## src/rtl/qspi_bus_share_pkg.sv

```systemverilog
// Shared definitions for the QSPI bus-sharing arbiter: line count and FSM states.
package qspi_bus_share_pkg;

    localparam int QSPI_LINES = 4;

    typedef enum logic [1:0] {
        HOLD  = 2'd0,
        DRAIN = 2'd1,
        GUARD = 2'd2
    } state_t;

endpackage

```

## src/rtl/qspi_bus_share.sv

```systemverilog
// Time-shares one quad-SPI SRAM between NUM_CH masters, handing over only
// when the current owner's chip select is high, with an idle guard between owners.
module qspi_bus_share
    import qspi_bus_share_pkg::*;
#(
    parameter int NUM_CH       = 2,
    parameter int GUARD_CYCLES = 2,
    localparam int SEL_W       = $clog2(NUM_CH)
) (
    input  logic                         clk,
    input  logic                         reset,
    input  logic [SEL_W-1:0]             req_sel,
    input  logic [NUM_CH-1:0]            ch_cs_n,
    input  logic [NUM_CH-1:0]            ch_sck,
    input  logic [NUM_CH-1:0]            ch_sio_oe,
    input  logic [QSPI_LINES*NUM_CH-1:0] ch_sio_o,
    output logic [QSPI_LINES*NUM_CH-1:0] ch_sio_i,
    output logic                         dev_cs_n,
    output logic                         dev_sck,
    output logic                         dev_sio_oe,
    output logic [QSPI_LINES-1:0]        dev_sio_o,
    input  logic [QSPI_LINES-1:0]        dev_sio_i,
    output logic [NUM_CH-1:0]            ch_grant,
    output logic                         switching,
    output logic [NUM_CH-1:0]            ch_conflict
);

    localparam int GCW = $clog2(GUARD_CYCLES + 1);
    localparam logic [SEL_W:0] NUM_CH_EXT = (SEL_W + 1)'(NUM_CH);

    state_t              r_state;
    logic [SEL_W-1:0]    r_owner;
    logic [SEL_W-1:0]    r_target;
    logic [GCW-1:0]      r_guard_cnt;
    logic [NUM_CH-1:0]   r_conflict;

    logic                  w_req_valid;
    logic                  w_routed;
    logic                  w_own_cs_n;
    logic                  w_own_sck;
    logic                  w_own_oe;
    logic [QSPI_LINES-1:0] w_own_sio;
    logic [NUM_CH-1:0]     w_is_owner;
    logic [NUM_CH-1:0]     w_conflict_set;

    assign w_req_valid = ({1'b0, req_sel} < NUM_CH_EXT);

    // Reset and GUARD both disconnect every channel from the device
    assign w_routed = !reset && (r_state != GUARD);

    always_comb begin
        w_own_cs_n = 1'b1;
        w_own_sck  = 1'b0;
        w_own_oe   = 1'b0;
        w_own_sio  = '0;
        for (int k = 0; k < NUM_CH; k++) begin
            if (r_owner == SEL_W'(k)) begin
                w_own_cs_n = ch_cs_n[k];
                w_own_sck  = ch_sck[k];
                w_own_oe   = ch_sio_oe[k];
                w_own_sio  = ch_sio_o[k*QSPI_LINES +: QSPI_LINES];
            end
        end
    end

    assign dev_cs_n   = w_routed ? w_own_cs_n : 1'b1;
    assign dev_sck    = w_routed ? w_own_sck  : 1'b0;
    assign dev_sio_oe = w_routed ? w_own_oe   : 1'b0;
    assign dev_sio_o  = w_routed ? w_own_sio  : '0;

    for (genvar g = 0; g < NUM_CH; g++) begin : g_chan
        assign w_is_owner[g]     = w_routed && (r_owner == SEL_W'(g));
        assign w_conflict_set[g] = !ch_cs_n[g] && !w_is_owner[g];
        assign ch_sio_i[g*QSPI_LINES +: QSPI_LINES] = w_is_owner[g] ? dev_sio_i : '0;
    end

    assign ch_grant    = w_is_owner;
    assign switching   = !reset && ((r_state == DRAIN) || (r_state == GUARD));
    assign ch_conflict = r_conflict;

    // A req_sel equal to the owner while draining cancels the handover without a guard
    always_ff @(posedge clk) begin
        if (reset) begin
            r_state     <= HOLD;
            r_owner     <= '0;
            r_target    <= '0;
            r_guard_cnt <= '0;
            r_conflict  <= '0;
        end else begin
            r_conflict <= r_conflict | w_conflict_set;
            case (r_state)
                HOLD: begin
                    if (w_req_valid && (req_sel != r_owner)) begin
                        r_target <= req_sel;
                        r_state  <= DRAIN;
                    end
                end
                DRAIN: begin
                    if (w_req_valid) begin
                        r_target <= req_sel;
                    end
                    if (w_req_valid && (req_sel == r_owner)) begin
                        r_state <= HOLD;
                    end else if (w_own_cs_n) begin
                        r_state     <= GUARD;
                        r_guard_cnt <= GCW'(GUARD_CYCLES - 1);
                    end
                end
                GUARD: begin
                    if (r_guard_cnt == '0) begin
                        r_owner <= r_target;
                        r_state <= HOLD;
                    end else begin
                        r_guard_cnt <= r_guard_cnt - GCW'(1);
                    end
                end
                default: r_state <= HOLD;
            endcase
        end
    end

endmodule
```

## config.mk

```make
export PLATFORM = sky130hd
export DESIGN_NAME = qspi_bus_share
export DESIGN_NICKNAME = d
export VERILOG_FILES = /design/src/rtl/qspi_bus_share_pkg.sv /design/src/rtl/qspi_bus_share.sv
export SDC_FILE = /design/constraint.sdc
export NUM_CORES = 1
export LEC_CHECK = 0
export ABC_AREA = 1
export CORE_ASPECT_RATIO = 1.25
export CORE_UTILIZATION = 35
export DETAILED_ROUTE_END_ITERATION = 12
export PLACE_DENSITY_LB_ADDON = 0.15
export SLEW_MARGIN = 10
export SYNTH_ARGS = -nofsm -noshare
export SYNTH_HDL_FRONTEND = slang
export SYNTH_SLANG_ARGS = --single-unit
```

## constraint.sdc

```tcl
create_clock -name clk -period 2.3 [get_ports clk]
set_clock_uncertainty 0.2 [all_clocks]
set_input_delay 0.46 -clock clk [delete_from_list [all_inputs] [get_ports clk]]
set_output_delay 0.46 -clock clk [all_outputs]
set_load 0.03 [all_outputs]
```

After elaboration in Yosys (flattened, before gate mapping)
Index checks and enable logic that the tools add are counted.
{"block": "word_totals", "mem_count": 0, "romBits": 0, "register_bits": 8, "latch_bits": 0, "ram_bits": 0, "elab_cells": 60, "in_bits": 21}
{"block": "op_classes", "addsub": 1, "reduce_logical": 20, "bitwise_logic": 2, "eq_ne": 11, "muxes": 21, "shift": 0, "multipliers": 0, "order_cmp": 0, "n_div": 0}
{"operator": "4-bit two-way mux", "count": 4}
{"operator": "2-bit two-way mux", "count": 7}
{"operator": "2-bit inequality test (second input constant)", "count": 5}
{"operator": "1-bit two-way mux", "count": 7}
{"operator": "1-bit logical AND", "count": 6}
{"operator": "2-bit one-hot mux with 3 select lines", "count": 1}
{"operator": "1-bit zero test", "count": 5}
{"operator": "2-bit zero test", "count": 2}
{"operator": "2-bit one-hot mux with 2 select lines", "count": 1}
{"operator": "2-bit AND reduction", "count": 2}
{"operator": "4-bit AND reduction", "count": 1}
{"operator": "2-bit nonzero test", "count": 2}
{"operator": "3-bit by 2-bit inequality test with 1-bit output (second input constant)", "count": 1}
{"operator": "3-bit AND reduction", "count": 1}
{"operator": "2-bit by 1-bit == test with 1-bit output (second input constant)", "count": 1}
{"operator": "2-bit == test (second input constant)", "count": 1}
{"operator": "2-bit by 1-bit inequality test with 1-bit output (second input constant)", "count": 1}
{"operator": "2-bit OR", "count": 1}
{"operator": "1-bit one-hot mux with 2 select lines", "count": 1}
{"operator": "2-bit by 1-bit subtractor with 2-bit output (second input constant)", "count": 1}
{"operator": "1-bit == test", "count": 1}
{"operator": "1-bit logical OR", "count": 1}
{"operator": "1-bit inequality test", "count": 1}
{"operator": "1-bit inverter", "count": 1}

Depth between registers and ports, before layout
Gate-level depths: netlist (run 1).
{"block": "logic_depth", "ltp_word": 6, "depth_mapped": 9, "depth_no_buf": 9}

Worst setup path before layout (run 1)
OpenSTA, ideal clock, no wires.
{"block": "synth_path", "kind": "register to output", "startpoint": "register r_state[0]", "endpoint": "output dev_sck", "n_path_buf": 0, "required_time_ns": 1.640, "stages_incl_launch_ff": 7, "setup_slack_ns": 0.042, "arrival_time_ns": 1.598, "cell_sequence": "dfxtp_1 -> inv_1 -> ha_1 -> nor2_2 -> nand2_2 -> inv_1 -> a22o_1"}
{"block": "synth_between", "elab_chain_cells": 3}
{"item": "start: declaration", "line": "qspi_bus_share.sv:31", "text": "state_t r_state;"}
{"item": "start signal: assignment", "line": "qspi_bus_share.sv:84", "text": "r_state <= HOLD;"}
{"item": "start signal: assignment", "line": "qspi_bus_share.sv:95", "text": "r_state <= DRAIN;"}
{"item": "start signal: assignment", "line": "qspi_bus_share.sv:103", "text": "r_state <= HOLD;"}
{"item": "2-bit inequality test", "line": "qspi_bus_share.sv:49", "text": "assign w_routed = !reset && (r_state != GUARD);"}
{"item": "1-bit logical AND", "line": "qspi_bus_share.sv:49"}
{"item": "1-bit two-way mux", "line": "qspi_bus_share.sv:67", "text": "assign dev_sck = w_routed ? w_own_sck : 1'b0;"}
{"item": "end: declaration", "line": "qspi_bus_share.sv:19", "text": "output logic dev_sck,"}
Every way passes these cells.

Final worst setup path (run 1)
{"block": "layout_path", "startpoint": "register r_state[0]", "endpoint": "output ch_sio_i[1]"}
{"block": "layout_between", "elab_chain_cells": 4}
{"item": "2-bit inequality test", "line": "qspi_bus_share.sv:49"}
{"item": "1-bit logical AND", "line": "qspi_bus_share.sv:49"}
{"item": "1-bit logical AND", "line": "qspi_bus_share.sv:72", "text": "assign w_is_owner[g] = w_routed && (r_owner == SEL_W'(g));"}
{"item": "4-bit two-way mux", "line": "qspi_bus_share.sv:74", "text": "assign ch_sio_i[g*QSPI_LINES +: QSPI_LINES] = w_is_owner[g] ? dev_sio_i : '0;"}
{"item": "end: declaration", "line": "qspi_bus_share.sv:17", "text": "output logic [QSPI_LINES*NUM_CH-1:0] ch_sio_i,"}
Every way passes these cells.

==> flow_summary.toml, run 1 <==
[status]
status = "finished clean"

[yosys]
async_reset_ff_share_pct = 0
yosys_most_used_dff = "dfxtp_1"
synth_most_common_cell = "nor2_1"
netlist_instances = 102
synth_top_area_share_pct = 25.2
synth_cell_types = 15
synth_nets = 128
synth_common_cells = "nor2_1 (21), inv_1 (20), nand2_1 (19), dfxtp_1 (8), a22o_1 (6)"
synth_edf_count = 0
synth_area_leader_cell = "dfxtp_1"
synth_area_leaders = "dfxtp_1 (25%), nor2_1 (12%), inv_1 (12%)"
netlist_area_um2 = 634
syn_avg_cell_area_um2 = 6.22
yosysWarnings = 0
yosys_register_bits = 8
yosysSeqAreaShare_pct = 25.2

[min_path]
holdPathStages = 2
hold_path_class = "flip-flop to flip-flop"
min_to = "ch_conflict[0]"
min-delay-start = "ch_conflict[0]"

[grt]
antenna_found_initial = 0
grt_use_total_pct = 20.9
grt_first_pass_wirelength_um = 2890
grt_max_degree = 8
grt_pass1_vias = 749
overflow = 0

[flow_run]
drv_cap = 0

[timing]
timing.final.max_slew_violations = 0
period_minus_slack_ns = 2.19
tns_ns = 0
finalSetupViolations = 0
clock.fmax_mhz = 456
rsz0062_at_grt = "false"
slew_headroom_pct = 78.5
timing.final.crit_share_pct = 95.4
tightestPinTransition_ns = 0.321
hold_viol_final = 0

[setup_path]
rrSetupSlack_ns = 0.74
required_ns = 1.64
worstPathCellList = "inv_1, ha_2, nor2_4, nand2_1, buf_4, nor2_1, buf_4"
crit_buf_inv = 3
crit_top_cell = "buf_4"
cpPeakStageDelay_ns = 0.35
r2r_cells = 8
cpMaxStageDelayCell = "dfxtp_2"
start_kind = "flip-flop"
crit_type = "flip-flop to primary output"
critPathCaptureType = "primary output"
worstReg2RegEnd = "r_guard_cnt[0]"
crit_family = "buffers and inverters"
worstPathArrival_ns = 1.53
reg2reg_from = "r_state[1]"
crit_fanout = 5

[drt]
drcViolationCount = 0
initialDrtViolationCount = 14
wl_per_cell_um = 11.6
num_vias = 816
via_per_inst = 4.83
first_pass_iters = 4
detail-route-antenna-nets = 0
wl_um = 1960

[placement]
io_buffers = 40
place_congestion = 0.723
dp_hpwl_um = 1620

[clock_tree]
htree_levels = 1
clk_pin_slew_ns = 0.05
cts-root-buf = "clkbuf_4"
clk_path_buf_depth = 2
insertion_delay_ns = 0.27
cts_buffers = 3
cts_num_sinks = 8
cts_tree = "built"
hold_buffers = 0

[finish]
final_layout_size_suffix_gt1_share_pct = 27.2
n_antenna_cell = 0
area_growth_pct = 72.0
final_nets = 179

[floorplan]
core_area_um2 = 1620
fp.dieH_um = 49.6
ios = 41
rows = 16
initial_core_util_pct = 39.1
dieArea_um2 = 1990
die-width_um = 40.1

[power]
p_leak_uw = 0.000589
powerDensity_nw_per_um2 = 1040
irDropWorstVdd_v = 0.000560
finalPower_uw = 1130
==> flip-flops by register name (all words and copies together) (netlist names) <==
register / count
ch_conflict: 2
r_guard_cnt: 2
r_state: 2
r_target: 1
r_owner: 1
==> worst register-to-register path: cells and delay by family, from the launching register on <==
kind | cells | cell delay [ns]
fa+ha+maj | 1 | 0.29
buf+inv | 2 | 0.14
flops | 1 | 0.36
compound gates | 1 | 0.19
simple gates | 4 | 0.32
==> timing repair <==
item | 4_1_cts | 5_1_grt
gates resized for setup | 1 | 4
setup endpoints to repair | 6 | 16
setup buffers | 1 | 0
==> cells by family (layout without fill, tap and decap cells) <==
logic type	count (synthesis)	after routing	share of synthesized area [%]
buffers and inverters	22	71	13.0
flip-flops	8	8	25.2
AND/OR/NAND/NOR	53	53	37.3
adder cells (fa/ha/maj)	5	5	9.86
AO/OA/AOI/OAI	14	14	14.6
==> where the power goes <==
part	leakage [uW]	internal [uW]	switching, uW
Sequential	0.0000665	189	33.3
Clock	0.0000138	60.2	54.4
Combinational	0.000509	322	471
Total	0.000589	572	559
==> area by class of cell <==
class | count | area, um^2
clock buffer | 3 | 22.5
inverter | 22 | 82.6
multi-input combinational | 72 | 399
tap | 18 | 22.5
sequential | 8 | 161
fill | 170 | 531
timing repair buffer | 46 | 403
==> routing by layer <==
metal	GRT usage [%]	part of all wire, %	routed length [um]	vias up
met5	0	0	0	-
met4	10.3	1.9	38	0
met3	6.76	15	291	5
met2	39.0	50	976	39
met1	17.7	33	656	361
li1	-	-	-	411
==> how the worst max path moves through the flow <==
stage                     startpoint           end  slack (ns)  cells past startpoint
final                     r_state[0]   ch_sio_i[1]        0.11                      7
after global routing      r_state[0]  dev_sio_o[1]       0.002                      7
after CTS                 r_state[0]   ch_sio_i[1]       0.001                      7
after detailed placement       reset  dev_sio_o[2]        0.02                      6
after global placement         reset  dev_sio_o[2]        0.08                      6
after floorplan           r_state[0]       dev_sck        0.04                      6
==> cells in the final DEF, fill, tap and decap left out <==
master / instances
nand2_1: 19
a22o_1: 6
dfxtp_1: 7
dlymetal6s2s_1: 1
buf_4: 24
nor2_4: 1
clkdlybuf4s50_1: 21
nand3_1: 2
ha_2: 1
nand4_1: 1
inv_2: 3
inv_1: 19
nand3_2: 2
nor2b_1: 1
nand2_2: 5
dfxtp_2: 1
o21ai_0: 4
clkbuf_4: 3
ha_1: 4
nor2_1: 21
a21oi_1: 4
nor2_2: 1
==> through the flow <==
| stage | worst slack, ns | hold WS (ns) | utilization (%) | instances | cell area [um^2] |
|---|---|---|---|---|---|
| final | 0.105 | 0.277 | 67.3 | 169 | 1090 |
| after CTS | 0.00125 | 0.288 | 66.6 | 169 | 1080 |
| after detailed placement | 0.0214 | 0.276 | 64.7 | 165 | 1050 |
| after global placement | 0.0771 | 0.253 | 64.7 | 165 | 1050 |
| after global routing | 0.00210 | 0.326 | 67.3 | 169 | 1090 |
| after floorplan | 0.0417 | 0.249 | - | 102 | 634 |
(Power assumes the default switching activity.)
==> run 2: changes to the inputs <==
Settings changed: ABC_CLOCK_PERIOD_IN_PS set to 2300.
==> results of run 2 <==
Final layout, timing and power as in run 1 (identical DEF).
==> run 3: changes to the inputs <==
Settings changed: SETUP_SLACK_MARGIN set to 0.2.
==> run 3 against run 2 <==
Sequential cell count unchanged; worst setup slack improved by 0.027 ns; cell count increased by 1.2%; routed wire length is 4.6% higher; power grew 11%; hold slack worse by 0.0055 ns; sequential power hardly changed; sequential share of layout area decreased by 0.96 points; largest cell class is now multi-input gates.
==> flow_summary.toml, run 3 (synthesis gave the netlist of run 1 again) <==
[timing]
slew_headroom_pct = 78.7
period_minus_slack_ns = 2.17
whs_ns = 0.271
finalSetupViolations = 0
tns_ns = 0
timing.final.crit_share_pct = 94.2
clock.fmax_mhz = 461
timing.final.max_slew_violations = 0
rsz0062_at_grt = "true"
tightestPinTransition_ns = 0.318
hold_viol_final = 0

[setup_path]
worstPathArrival_ns = 1.51
start_kind = "flip-flop"
crit_fanout = 7
crit_type = "flip-flop to primary output"
required_ns = 1.64
critPathCaptureType = "primary output"
rrSetupSlack_ns = 0.68

[placement]
io_buffers = 40
place_congestion = 0.773
dp_hpwl_um = 1560

[grt]
grt_use_total_pct = 20.3
grt_max_degree = 8
grt_first_pass_wirelength_um = 2890
antenna_found_initial = 0
overflow = 0
grt_pass1_vias = 772

[clock_tree]
cts_num_sinks = 8
hold_buffers = 0
cts-root-buf = "clkbuf_4"
insertion_delay_ns = 0.27
post-cts-setup-buffer-count = 0
clk_path_buf_depth = 2
cts_tree = "built"
cts_buffers = 3
htree_levels = 1
clk_pin_slew_ns = 0.06

[drt]
wl_per_cell_um = 12.0
via_per_inst = 4.99
initialDrtViolationCount = 21
num_vias = 853
wl_um = 2050
first_pass_iters = 4
detail-route-antenna-nets = 0
drcViolationCount = 0

[flow_run]
drv_cap = 0

[power]
powerDensity_nw_per_um2 = 1060
p_leak_uw = 0.000599
irDropWorstVdd_v = 0.000646

[finish]
final_nets = 181
area_growth_pct = 85.4
final_common_cell = "clkdlybuf4s50_1"
final_layout_size_suffix_gt1_share_pct = 35.9
n_antenna_cell = 0
fillers = 127
mostFrequentLayoutCells = "clkdlybuf4s50_1 (21), nor2_1 (19), nand2_1 (19), buf_4 (19), inv_1 (17)"
fin_util_pct = 72.5

[floorplan]
fp.dieH_um = 49.6
rows = 16
initial_core_util_pct = 39.1
dieArea_um2 = 1990
die-width_um = 40.1
core_area_um2 = 1620
ios = 41

[status]
status = "finished clean"

[min_path]
hold_path_class = "flip-flop to flip-flop"
[run 3: changes by cell type in the layout (fill, tap and decap cells not counted), sizes merged]
cell	previous run	this run
buf	24	26
clkinvlp	0	1
dlymetal6s2s	1	0
inv	22	21
dlygate4sd2	0	1
[run 3: repair_timing]
action                     in CTS  in global routing
pin swaps                       3                  1
setup endpoints to repair      16                 16
gates resized for setup        44                 11
[run 3: layer usage]
layer  GRT usage, %  part of all wire [%]  vias up
li1               -                     -      417
met1           19.7                    35      386
met4           12.1                   2.6        0
met5              0                     0        -
met2           35.2                    48       43
met3           5.41                    14        7
[run 3: power breakdown]
group	leakage (uW)	internal, uW	switching (uW)	total (uW)
logic	0.000518	391	520	911
registers	0.0000669	191	32.1	223
clock network	0.0000138	60.2	55.3	116
[run 3: area by class of cell]
cell class / count / area [um^2] / share of cell area (%)
multi-input combinational: 72 / 442 / 37.6
timing repair buffer: 48 / 440 / 37.4
sequential: 8 / 163 / 13.8
inverter: 22 / 86.3 / 7.34
clock buffer: 3 / 22.5 / 1.91
tap: 18 / 22.5 / 1.91
[run 3: worst max-delay path: stages, from the launching register on]
cell        delay [ns]
dfxtp_2           0.32
inv_2             0.07
ha_4              0.15
nor2_4            0.04
nand2_2           0.08
clkinvlp_4        0.15
a22o_2            0.26
buf_4             0.16
[run 3: worst paths after layout]
check                                       to      startpoint  cells past startpoint
worst max-delay path              dev_sio_o[2]      r_state[0]                      7
worst min-delay path            ch_conflict[1]  ch_conflict[1]                      2
worst max register to register  r_guard_cnt[0]      r_state[1]                      9
worst min register to register  ch_conflict[1]  ch_conflict[1]                      2
[run 3: metrics by stage]
step | cells | setup WS (ns) | area (um^2) | total power, uW
after CTS | 171 | 0.134 | 1130 | 1190
final | 171 | 0.132 | 1180 | 1250
after global routing | 171 | 0.0731 | 1180 | 1350
after floorplan | 102 | 0.209 | 646 | 754
after global placement | 168 | -0.437 | 1100 | 1030
after detailed placement | 168 | -0.467 | 1100 | 1050
